### src/rtl/gpio_arbiter.sv
// Two-requester round-robin arbiter doing write/set/clear/toggle on GPIO odr/ddr/pr registers.
// Optional `define GPIO_ARB_LOCK_EN adds a per-requester lock input that holds the grant.
module gpio_arbiter #(
  parameter int WIDTH = 8
) (
  input  logic             clk,
  input  logic             reset,
  input  logic [1:0]       req,
  input  logic [1:0]       op0,
  input  logic [1:0]       op1,
  input  logic [1:0]       sel0,
  input  logic [1:0]       sel1,
  input  logic [WIDTH-1:0] data0,
  input  logic [WIDTH-1:0] data1,
  input  logic [WIDTH-1:0] odr_cur,
  input  logic [WIDTH-1:0] ddr_cur,
  input  logic [WIDTH-1:0] pr_cur,
`ifdef GPIO_ARB_LOCK_EN
  input  logic [1:0]       lock,
`endif
  output logic [WIDTH-1:0] odr_in,
  output logic [WIDTH-1:0] ddr_in,
  output logic [WIDTH-1:0] pr_in,
  output logic             odr_write,
  output logic             ddr_write,
  output logic             pr_write,
  output logic [1:0]       ack,
  output logic             err,
  output logic             busy,
  output logic [1:0]       dbg_state_o
);

  typedef enum logic [1:0] {
    IDLE  = 2'd0,
    WRITE = 2'd1,
    ACK   = 2'd2
  } state_t;

  state_t           state_q, state_d;
  logic             winner_q, winner_d;
  logic             prio_q, prio_d;
  logic [1:0]       op_q, op_d;
  logic [1:0]       sel_q, sel_d;
  logic [WIDTH-1:0] data_q, data_d;
  logic             grant_idx;
  logic [WIDTH-1:0] cur_sel;
  logic [WIDTH-1:0] new_val;

`ifdef GPIO_ARB_LOCK_EN
  logic lock_q, lock_d;

  always_ff @(posedge clk or posedge reset) begin
    if (reset) lock_q <= 1'b0;
    else       lock_q <= lock_d;
  end

  // Lock is re-evaluated on every ACK; a dropped request in IDLE also frees it.
  always_comb begin
    lock_d = lock_q;
    if (state_q == ACK)
      lock_d = lock[winner_q] & req[winner_q];
    else if (state_q == IDLE && lock_q && !req[winner_q])
      lock_d = 1'b0;
  end
`endif

  always_comb begin
    if (req == 2'b11) grant_idx = prio_q;
    else              grant_idx = req[1];
`ifdef GPIO_ARB_LOCK_EN
    if (lock_q && req[winner_q]) grant_idx = winner_q;
`endif
  end

  // State register
  always_ff @(posedge clk or posedge reset) begin
    if (reset) begin
      state_q  <= IDLE;
      winner_q <= 1'b0;
      prio_q   <= 1'b0;
      op_q     <= 2'd0;
      sel_q    <= 2'd0;
      data_q   <= '0;
    end else begin
      state_q  <= state_d;
      winner_q <= winner_d;
      prio_q   <= prio_d;
      op_q     <= op_d;
      sel_q    <= sel_d;
      data_q   <= data_d;
    end
  end

  // Next-state logic
  always_comb begin
    state_d  = state_q;
    winner_d = winner_q;
    prio_d   = prio_q;
    op_d     = op_q;
    sel_d    = sel_q;
    data_d   = data_q;
    case (state_q)
      IDLE: begin
        if (|req) begin
          state_d  = WRITE;
          winner_d = grant_idx;
          prio_d   = ~grant_idx;
          op_d     = grant_idx ? op1   : op0;
          sel_d    = grant_idx ? sel1  : sel0;
          data_d   = grant_idx ? data1 : data0;
        end
      end
      WRITE:   state_d = ACK;
      ACK:     state_d = IDLE;
      default: state_d = IDLE;
    endcase
  end

  always_comb begin
    case (sel_q)
      2'd0:    cur_sel = odr_cur;
      2'd1:    cur_sel = ddr_cur;
      2'd2:    cur_sel = pr_cur;
      default: cur_sel = '0;
    endcase
    case (op_q)
      2'd0:    new_val = data_q;
      2'd1:    new_val = cur_sel | data_q;
      2'd2:    new_val = cur_sel & ~data_q;
      default: new_val = cur_sel ^ data_q;
    endcase
  end

  // Output logic
  always_comb begin
    odr_write   = (state_q == WRITE) && (sel_q == 2'd0);
    ddr_write   = (state_q == WRITE) && (sel_q == 2'd1);
    pr_write    = (state_q == WRITE) && (sel_q == 2'd2);
    odr_in      = (state_q == WRITE) ? new_val : '0;
    ddr_in      = (state_q == WRITE) ? new_val : '0;
    pr_in       = (state_q == WRITE) ? new_val : '0;
    ack         = (state_q == ACK) ? (winner_q ? 2'b10 : 2'b01) : 2'b00;
    err         = (state_q == ACK) && (sel_q == 2'd3);
    busy        = (state_q != IDLE);
    dbg_state_o = state_q;
  end

endmodule

### config.mk
export PLATFORM = sky130hd
export DESIGN_NAME = gpio_arbiter
export DESIGN_NICKNAME = d
export VERILOG_FILES = /design/src/rtl/gpio_arbiter.sv
export SDC_FILE = /design/constraint.sdc
export NUM_CORES = 1
export LEC_CHECK = 0
export BUFFER_PORTS_ARGS = -buffer_cell sky130_fd_sc_hd__buf_2
export CORE_MARGIN = 2
export CORE_UTILIZATION = 42
export DETAILED_ROUTE_END_ITERATION = 12
export GPL_TIMING_DRIVEN = 0
export PLACE_DENSITY = 0.77
export RECOVER_POWER = 50
export SLEW_MARGIN = 20
export SYNTH_ARGS = -nofsm -noshare
export SYNTH_HDL_FRONTEND = slang
export SYNTH_SLANG_ARGS = --single-unit
export TNS_END_PERCENT = 5
### constraint.sdc
create_clock -name clk -period 1.97 [get_ports clk]
set_input_delay 0.2955 -clock clk [delete_from_list [all_inputs] [get_ports clk]]
set_output_delay 0.2955 -clock clk [all_outputs]
set_load 0.01 [all_outputs]
Yosys cells after proc, flatten, opt, wreduce, memory -nomap -nowiden

Index checks and enable logic that the tools add are counted.

Register bits after elaboration: 16
Input bits: 52
Output and inout port bits: 33
Word-level logic and storage cells: 41

Eq/ne operators: 9
Mux-type cells: 11
Bitwise gates (word level): 5
Reductions and logical operators: 10

Operator list:

| kind                                                | number |
|---|---|
| one-hot mux 8 bit (3 select lines)                  | 2 |
| 2-to-1 mux 8 bit                                    | 2 |
| equality test 2 bit, second input constant          | 5 |
| 2-to-1 mux 2 bit                                    | 5 |
| bitwise AND 8 bit                                   | 1 |
| inverter 8 bit                                      | 1 |
| OR 8 bit                                            | 1 |
| bitwise XOR 8 bit                                   | 1 |
| equality test 2 x 1 -> 1 bit, second input constant | 3 |
| logical NOT 2 bit                                   | 3 |
| logical AND 1 bit                                   | 4 |
| one-hot mux 2 bit (2 select lines)                  | 1 |
| inequality test 2 bit, second input constant        | 1 |
| AND reduction 2 bit                                 | 1 |
| nonzero test 2 bit                                  | 1 |
| OR reduction 2 bit                                  | 1 |
| 2-to-1 mux 1 bit                                    | 1 |
| inverter 1 bit                                      | 1 |

Depth between registers and ports, before layout

Gate-level depths: netlist (run 1).

Depth in word-level cells: 5
Gate-level depth with buffers: 10
Depth with buffers taken out: 7

Least setup slack after synthesis (run 1)

Ideal clock, no wire load.

Path type: reg-to-output
Start: reg sel_q[1]
End: out odr_in[0]
Arrival: 1.972 ns
Data required time: 1.674 ns
Slack: -0.297 ns
Stages on the path, launching flop included: 10
Path buffers: 4
Cell sequence: dfrtp_1 > buf_2 > nor2b_1 > clkbuf_2 > buf_4 > a21oi_1 > ha_1 > a21oi_1 > a211oi_1 > buf_4

Longest elaborated chain between the ends: 5
Elaborated cells on any way between the ends: 9
Those cells by class: eq/ne (2); mux (3); bitwise (3); reduce/logical (1)

RTL lines:

| element                                           | line | source |
|---|---|---|
| start: declaration                                | 43   | `logic [1:0] sel_q, sel_d;` |
| start signal: assignment                          | 89   | `sel_q <= sel_d;` |
| equality test 2 bit, or another cell as far along | 120  | `case (sel_q)` |
| one-hot mux 8 bit (3 select lines) *              | 120  |  |
| bitwise XOR 8 bit, or another cell as far along   | 130  | `default: new_val = cur_sel ^ data_q;` |
| one-hot mux 8 bit (3 select lines) *              | 126  | `case (op_q)` |
| 2-to-1 mux 8 bit *                                | n/a  |  |
| end: declaration                                  | 21   | `output logic [WIDTH-1:0] odr_in,` |

Every way passes the cells marked *; elsewhere a longest branch is shown, timed or not.

Worst setup path after layout (run 1)

Start: reg sel_q[0]
End: out odr_in[5]

Longest elaborated chain between the ends: 5
Elaborated cells on any way between the ends: 9
Those cells by class: eq/ne (2); mux (3); bitwise (3); reduce/logical (1)

RTL lines:

| element                                           | line | source |
|---|---|---|
| equality test 2 bit, or another cell as far along | 120  |  |
| one-hot mux 8 bit (3 select lines) *              | 120  |  |
| bitwise XOR 8 bit, or another cell as far along   | 130  |  |
| one-hot mux 8 bit (3 select lines) *              | 126  |  |
| 2-to-1 mux 8 bit *                                | 139  | `odr_in = (state_q == WRITE) ? new_val : '0;` |

Marked as above.

==> reports/results.env, run 1 <==
GLOBAL_ROUTE.OVERFLOW_TOTAL=0
MAX_SLEW.WORST_PIN.SLEW_NS=0.911
INITIAL_ANTENNA_VIOLATION_COUNT=0
AREAGROWTHSYNTHTOFINISH_PCT=41.1
DRT-PASS1-ITER-COUNT=4
CLK_PIN_SLEW_WORST_PATHS_NS=0.06
POST-ROUTE-WORST-SETUP-SLACK_NS=-0.409
SYNTHARSTFLOPSHARE_PCT=100
TOTALPOWERFINAL_uW=3950
FINAL_ANTENNA_NET_COUNT=0
TIMING_WORST_SETUP_PATH_TYPE='flip-flop to output pin'
CLOCK_INSERTION_DELAY_WORST_SKEW_NS=0.24
CTSLONGESTPATHBUFFERS=2
FLOORPLAN.CORE_AREA_UM2=4000
SLEW-LIMIT-HEADROOM_PCT=39.0
TOP_LEVEL_PORTS=85
RSZ0062_AT_GRT='yes'
PLACE.DETAILED.HPWL_MM=3.70
DETAILROUTE.VIA_COUNT=1760
REPORT.FINAL.SETUP_VIOL=24
YS_TYPES=30
SYNTHESIS.YOSYS.WARNINGS=0
ANTENNA-DIODE-COUNT=0
WL_MET1_MM=2.24
CRITICAL_PATH.MOST_COMMON_CELL='sky130_fd_sc_hd__buf_4'
SYN_INST=204
ARRIVAL_NS=2.08
RUN_STATUS='complete, but fails checks'
POST_ROUTE_HOLD_SLACK_NS=0.107
HIGHEST_METAL_LAYER_WITH_SIGNAL_WIRES='met4'
DPL_WORST_SLACK_NS=-0.357
SYNTH_ENABLE_FLOP_CELLS=0
NETLIST.TOP_CELL.BY_AREA='sky130_fd_sc_hd__dfrtp_1'
DIE_H_UM=68.6
NETLIST_TOP_CELLS_AREA='sky130_fd_sc_hd__dfrtp_1, sky130_fd_sc_hd__ha_1, sky130_fd_sc_hd__buf_4, sky130_fd_sc_hd__o221ai_2, sky130_fd_sc_hd__a211oi_1'
FMAXACHIEVABLE_MHz=420
VIOLATIONS='setup timing'
HOLD_VIOL=0
SYN_AREA_UM2=1750
POST_DRT_VIA_CELL_RATIO=5.09
FINAL_MIN_PERIOD_OVER_CLOCK_PERIOD_PCT=121
POSTSYNTHAREAPERCELL_UM2=8.58
FIRST_GLOBAL_VIAS=1678
GLOBAL_ROUTE.USAGE.TOTAL_PCT=21.8
CLOCK_SINKS=16
POWERDENSITY_nW_PER_UM2=1600
GP_CONGESTION=0.793
CRITPATHSLOWESTCELL='sky130_fd_sc_hd__dfrtp_1'
FINALNETCOUNT=365
WORSTPATHCELLLIST='nor2b_1 > buf_4 > buf_4 > a21o_1 > ha_1 > a211oi_1 > a211oi_2 > buf_4 > buf_2'
INITIAL_CORE_UTIL_PCT=43.8
ROUTED_WL_MM=4.98
FINAL.MIN_CLOCK_PERIOD_NS=2.38
GRT_START_MAX_NET_PINS=17
FIN_TNS_SETUP_NS=-8.46
SYNTH-SEQ-AREA-SHARE_PCT=22.9
FINALCLOCKSKEW_NS=0.00145
CAP_VIOLATIONS=0
FLOORPLAN.DIE_AREA_UM2=4700
PLACE.PORT_BUFFERS=84
SYNTH_FF_TYPE='sky130_fd_sc_hd__dfrtp_1'
SYNTH.TOP_CELL.AREA_SHARE_PCT=22.9
HOLD_CLASS='input port to async pin'
MAPPEDNETLISTNETS=272
CP-END-KIND='output pin'
VDD_IR_DROP_MAX_V=0.000996
YOSYS_REGISTER_BITS=16
DRC_ERRORS=0
NUM_ROWS=23
DIEWIDTH_UM=68.6
TIMING_MAX_TRANSITION_VIOLATIONS_FINAL=0
CTS_ROOT_BUFFER='sky130_fd_sc_hd__clkbuf_8'
CTSHTREEMAXLEVEL=1
CP-START-KIND='flip-flop'
WORSTPATHMAXFANOUT=4
CP.REQUIRED_NS=1.67
WL_MET2_MM=2.37
CTS_INSERTED_BUFFERS=3
AVGROUTEDWIREPERCELL_UM=14.4
P_LEAK_uW=0.00134
CRITPATHMAXSTAGEDELAY_NS=0.40
DRT_ITER0_MARKERS=54
FINAL_LAYOUT_SIZE_SUFFIX_GT1_SHARE_PCT=52.7
WL_MET3_UM=307
FIRST_PASS_GRT_WIRE_LENGTH_MM=7.69
CTS_TREE='yes'
COUNT_LEADER_SYNTH='sky130_fd_sc_hd__inv_1'
SYNTH.CELLS.MOST_FREQUENT='sky130_fd_sc_hd__inv_1, sky130_fd_sc_hd__buf_4'
layer usage:
| metal | global-route usage [%] | up-vias |
|---|---|---|
| li1 | - | 882 |
| met5 | 0 | - |
| met4 | 7.00 | 0 |
| met1 | 27.8 | 792 |
| met3 | 2.60 | 8 |
| met2 | 38.2 | 78 |
critical path, delay by kind of cell, from the launching register on:
| family | cells | cell delay (ns) |
|---|---|---|
| flops | 1 | 0.40 |
| simple gates | 1 | 0.14 |
| compound gates | 3 | 0.55 |
| fa+ha+maj | 1 | 0.17 |
| buf+inv | 4 | 0.56 |
registers in the layout, summed over array words and instances, names as in the netlist:
name and count:
sel_q 2, winner_q 1, data_q 8, op_q 2, dbg_state_o 2, prio_q 1
cells by family (layout without fill, tap and decap cells):
logic type               Yosys count  in the layout  share of synthesized area, %
AO/OA/AOI/OAI                     58             58                          25.8
multiplexers                       8              8                          4.57
AND/OR/NAND/NOR                   49             49                          16.9
flip-flops                        16             16                          22.9
buffers and inverters             57            149                          18.4
adder cells (fa/ha/maj)           16             16                          11.4
report_power, final:
part | switching [µW] | leakage, µW | internal (µW)
sequential | 120 | 0.000197 | 491
combinational | 1620 | 0.00111 | 1440
clock | 105 | 0.0000288 | 177
total | 1850 | 0.00134 | 2100
timing repair:
action | 4_1_cts | 5_1_grt
hold buffers | 0 | 0
endpoints found under the hold margin | 0 | 0
pin swaps | 5 | 7
cloned | 1 | 0
resized for setup | 13 | 20
endpoints found under the setup margin | 24 | 24
setup buffers | 2 | 2
placed cells by master (no fill, tap or decap), types with 2 or more instances in the layout:
master and count:
sky130_fd_sc_hd__inv_1 26, sky130_fd_sc_hd__a21oi_2 3, sky130_fd_sc_hd__nor2b_1 7, sky130_fd_sc_hd__o221ai_1 3, sky130_fd_sc_hd__a21oi_1 12, sky130_fd_sc_hd__mux2i_1 7
sky130_fd_sc_hd__nor2_1 15, sky130_fd_sc_hd__nand4_1 8, sky130_fd_sc_hd__dfrtp_1 15, sky130_fd_sc_hd__ha_1 15, sky130_fd_sc_hd__a21o_1 8, sky130_fd_sc_hd__clkbuf_8 4
sky130_fd_sc_hd__buf_2 81, sky130_fd_sc_hd__a211oi_2 13, sky130_fd_sc_hd__buf_6 11, sky130_fd_sc_hd__and2b_1 2, sky130_fd_sc_hd__nand2b_1 2, sky130_fd_sc_hd__o21ai_0 6
sky130_fd_sc_hd__nor2_2 3, sky130_fd_sc_hd__a211oi_1 3, sky130_fd_sc_hd__nor3b_1 3, sky130_fd_sc_hd__o221ai_2 9, sky130_fd_sc_hd__buf_4 23, sky130_fd_sc_hd__nand2_1 3
metrics by stage:
stage / util [%] / cell area, µm² / instances
final: 61.7 / 2470 / 346
after global routing: 61.7 / 2470 / 346
after CTS: 59.9 / 2390 / 344
after detailed placement: 57.1 / 2280 / 338
after global placement: 57.1 / 2280 / 338
after floorplan: - / 1800 / 204
final cells by class:
cell class                 count  area, µm²
inverter                      27        101
sequential                    16        402
buffer                        29        231
timing repair buffer          89        494
clock buffer                   4       55.1
tap                           50       62.6
fill                         353       1530
multi-input combinational    131       1120
final timing paths:
kind                                 from             end  slack (ns)  cells past startpoint
max                              sel_q[0]       odr_in[5]       -0.41                      9
min                                 reset  dbg_state_o[0]        0.11                      2
max reg2reg                dbg_state_o[0]       data_q[1]        0.10                      4
min reg2reg                      winner_q        winner_q        0.55                      2
max in group asynchronous           reset        sel_q[1]        1.44                      2
min in group clk                 data0[2]       data_q[2]        0.31                      3
Note: power is estimated with default switching activity, not from simulation.
==> run 2: changes to the inputs <==
--- a/config.mk
+++ b/config.mk
@@ -5,12 +5,14 @@
 export SDC_FILE = /design/constraint.sdc
 export NUM_CORES = 1
 export LEC_CHECK = 0
+export ABC_AREA = 1
 export BUFFER_PORTS_ARGS = -buffer_cell sky130_fd_sc_hd__buf_2
+export CORE_ASPECT_RATIO = 1.75
 export CORE_MARGIN = 2
-export CORE_UTILIZATION = 42
+export CORE_UTILIZATION = 41
 export DETAILED_ROUTE_END_ITERATION = 12
 export GPL_TIMING_DRIVEN = 0
-export PLACE_DENSITY = 0.77
+export PLACE_DENSITY = 0.76
 export RECOVER_POWER = 50
 export SLEW_MARGIN = 20
 export SYNTH_ARGS = -nofsm -noshare
==> reports/results.env, run 2 <==
CRITPATHSLOWESTCELL='sky130_fd_sc_hd__dfrtp_2'
SYNTH.CELLS.MOST_FREQUENT='sky130_fd_sc_hd__nand2_1, sky130_fd_sc_hd__nand3_1, sky130_fd_sc_hd__inv_1'
TIMING_MAX_TRANSITION_VIOLATIONS_FINAL=0  # unchanged
CLK_PIN_SLEW_WORST_PATHS_NS=0.06  # about the same
AVGROUTEDWIREPERCELL_UM=12.1  # -16%
MOST_FREQUENT_CELLS_IN_THE_LAYOUT='sky130_fd_sc_hd__buf_2, sky130_fd_sc_hd__nand2_1, sky130_fd_sc_hd__nand3_1, sky130_fd_sc_hd__nor2_1, sky130_fd_sc_hd__inv_1'
LARGEST_REG_FLOPS=8  # unchanged
SYN_AREA_UM2=1650  # -5.6%
FINAL_MIN_PERIOD_OVER_CLOCK_PERIOD_PCT=114  # -6.8 points
ROUTED_WL_MM=4.73  # -4.9%
INITIAL_ANTENNA_VIOLATION_COUNT=0  # unchanged
DIEWIDTH_UM=52.0  # -24%
FMAXACHIEVABLE_MHz=445  # +6.0%
CAP_VIOLATIONS=0  # unchanged
CTS_ROOT_BUFFER='sky130_fd_sc_hd__clkbuf_8'
CTS-HOLD-FIX-BUFFERS=0  # unchanged
MAX_SLEW.WORST_PIN.SLEW_NS=0.605  # -0.306 ns
DRT-PASS1-ITER-COUNT=4  # unchanged
NETLIST_TOP_CELLS_AREA='sky130_fd_sc_hd__dfrtp_1, sky130_fd_sc_hd__nand2_1, sky130_fd_sc_hd__ha_1, sky130_fd_sc_hd__nand3_1, sky130_fd_sc_hd__buf_4'
NETLIST.TOP_CELL.BY_AREA='sky130_fd_sc_hd__dfrtp_1'
CRITPATHMAXSTAGEDELAY_NS=0.46  # +0.06 ns
DIE_H_UM=88.0  # +28%
GRT_START_MAX_NET_PINS=17  # unchanged
RSZ0062_AT_GRT='yes'
CTSHTREEMAXLEVEL=1  # unchanged
ANTENNA-DIODE-COUNT=0  # unchanged
DETAILROUTE.VIA_COUNT=1936  # +10%
MOST_COMMON_CELL_AFTER_LAYOUT_FILL_AND_TAPS_ASIDE='sky130_fd_sc_hd__buf_2'
FILL_COUNT=384  # +8.8%
FIRST_GLOBAL_VIAS=1779  # +6.0%
FINAL_LAYOUT_SIZE_SUFFIX_GT1_SHARE_PCT=46.4  # -6.3 points
FINALNETCOUNT=413  # +13%
FIRST_PASS_GRT_WIRE_LENGTH_MM=7.35  # -4.4%
REGTOREGSTARTPOINT='dbg_state_o[1]'
TOP_LEVEL_PORTS=85  # unchanged
SYNTHARSTFLOPSHARE_PCT=100  # unchanged
SYN_INST=252  # +24%
DRC_ERRORS=0  # unchanged
PLACE.DETAILED.HPWL_MM=3.63  # -1.9%
YOSYS_REGISTER_BITS=16  # unchanged
INITIAL_CORE_UTIL_PCT=42.8  # -1.0 points
MAPPEDNETLISTNETS=320  # +18%
PLACE.PORT_BUFFERS=84  # unchanged
CP-START-KIND='flip-flop'
WORSTREGTOREGCELLS=6  # +2
SYNTH.TOP_CELL.AREA_SHARE_PCT=24.2  # +1.4 points
FINISH.CELL_COUNT_WITHOUT_FILLERS=391  # +13%
GLOBAL_ROUTE.USAGE.TOTAL_PCT=21.0  # -0.86 points
ARRIVAL_NS=1.95  # -0.13 ns
P_LEAK_uW=0.00140  # +4.5%
AREAGROWTHSYNTHTOFINISH_PCT=42.8
REGISTER_WITH_THE_MOST_FLIP_FLOPS='data_q'
WORSTPATHMAXFANOUT=8  # +4
FLOORPLAN.CORE_AREA_UM2=3870  # -3.3%
COUNT_LEADER_SYNTH='sky130_fd_sc_hd__nand2_1'
SYNTH_ENABLE_FLOP_CELLS=0  # unchanged
WORSTPATHBUFFERINVERTERCOUNT=5  # +1
YS_TYPES=17  # -43%
GP_CONGESTION=0.823  # +3.8%
HOLD_VIOL=0  # unchanged
CTSLONGESTPATHBUFFERS=2  # unchanged
CTS_INSERTED_BUFFERS=3  # unchanged
PLACED_CELLS_INCL_TAPS=384  # +14%
CP-END-KIND='output pin'
RUN_STATUS='complete, but fails checks'
CLOCK_INSERTION_DELAY_WORST_SKEW_NS=0.25  # about the same
WORSTPATHCELLLIST='nor2_4 > buf_12 > nand2_1 > nand3_2 > inv_1 > ha_1 > nor2_1 > nor2_1 > nand2_1 > inv_2 > buf_4 > buf_2'
SETUP.WORST_PATH.START='sel_q[1]'
POST_ROUTE_HOLD_SLACK_NS=0.107  # -0.0000240 ns
PATH_DEPTH=12  # +3
GLOBAL_ROUTE.OVERFLOW_TOTAL=0  # unchanged
FINALCLOCKSKEW_NS=0.000944  # -0.000507 ns
POST_DRT_VIA_CELL_RATIO=4.95  # -2.7%
NUM_ROWS=30  # +30%
FINAL.MIN_CLOCK_PERIOD_NS=2.24  # -0.135 ns
VDD_IR_DROP_MAX_V=0.000798  # -20%
CLOCK_SINKS=16  # unchanged
POST-ROUTE-WORST-SETUP-SLACK_NS=-0.275  # +0.135 ns
SYNTH_FF_TYPE='sky130_fd_sc_hd__dfrtp_1'
SYNTHESIS.YOSYS.WARNINGS=0  # unchanged
CRITICAL-PATH-TOP-DELAY-FAMILY='simple AND/OR/NAND/NOR gates'
CTS_TREE='yes'
REPORT.FINAL.SETUP_VIOL=24  # unchanged
DRT_ITER0_MARKERS=35  # -35%
CP.REQUIRED_NS=1.67  # about the same
POSTSYNTHAREAPERCELL_UM2=6.56  # -24%
SLEW-LIMIT-HEADROOM_PCT=59.6  # +21 points
HOLD_CLASS='input port to async pin'
VIOLATIONS='setup timing'
TIMING_WORST_SETUP_PATH_TYPE='flip-flop to output pin'
FINAL_ANTENNA_NET_COUNT=0  # unchanged
SYNTH-SEQ-AREA-SHARE_PCT=24.2  # +1.4 points
FLOORPLAN.DIE_AREA_UM2=4580  # -2.7%
POWERDENSITY_nW_PER_UM2=1550  # -3.1%
-- run 2: timing repair --
item                                    4_1_cts  5_1_grt
setup buffers                                 2        2
endpoints found under the setup margin       24       24
pin swaps                                    20       11
resized for setup                            27       22
-- run 2: area by class of cell --
class                           instances  area, µm²  area share [%]
Tap cell                               48       60.1            2.54
Timing Repair Buffer                   88        494            20.9
Buffer                                 26        186            7.90
Inverter                               33        129            5.46
Multi-Input combinational cell        177       1050            44.4
Sequential cell                        16        403            17.1
Clock buffer                            3       41.3            1.75
-- run 2: final timing paths --
path	slack, ns	endpoint
min in group clk	0.29	data_q[1]
setup reg to reg	0.57	op_q[0]
hold / removal	0.11	dbg_state_o[1]
hold reg to reg	0.53	data_q[4]
setup / recovery	-0.27	pr_in[3]
max in group asynchronous	1.43	sel_q[0]
-- run 2: where the power goes --
group | internal, µW | total [µW] | switching [µW] | leakage (µW)
Sequential | 496 | 653 | 157 | 0.000194
Clock | 135 | 241 | 106 | 0.0000216
Combinational | 1230 | 2770 | 1530 | 0.00118
Total | 1860 | 3660 | 1800 | 0.00140
-- run 2: kinds of logic after synthesis --
kind of cell	after synthesis	share of synthesized area, %
and+or+nand+nor	150	41.8
buffers and inverters	59	18.3
adders and majority gates	16	12.1
DFF	16	24.2
AOI/OAI and AO/OA	11	3.56
-- run 2: metrics by stage --
| step | setup TNS [ns] | utilization [%] | instance area (µm²) | power [µW] | worst slack, ns |
|---|---|---|---|---|---|
| floorplan | 0 | - | 1650 | 2330 | 0.0596 |
| global placement | -6.77 | 55.2 | 2130 | 2980 | -0.368 |
| detailed placement | -7.19 | 55.2 | 2130 | 3050 | -0.393 |
| CTS | -5.76 | 58.8 | 2270 | 3500 | -0.297 |
| global route | -7.90 | 61.1 | 2360 | 4040 | -0.378 |
| finish | -5.17 | 61.1 | 2360 | 3660 | -0.275 |
-- run 2: worst register-to-register path, delay by kind of cell, from the launching register on --
| family | cells | cell delay, ns |
|---|---|---|
| flops | 1 | 0.41 |
| buf+inv | 2 | 0.29 |
| simple gates | 4 | 0.64 |
-- run 2: layer usage --
layer	GRT usage [%]	part of all wire, %	vias to the layer above
met5	0	0	-
met1	21.8	37	880
li1	-	-	980
met2	41.5	56	67
met3	1.37	5.1	9
met4	8.13	1.9	0
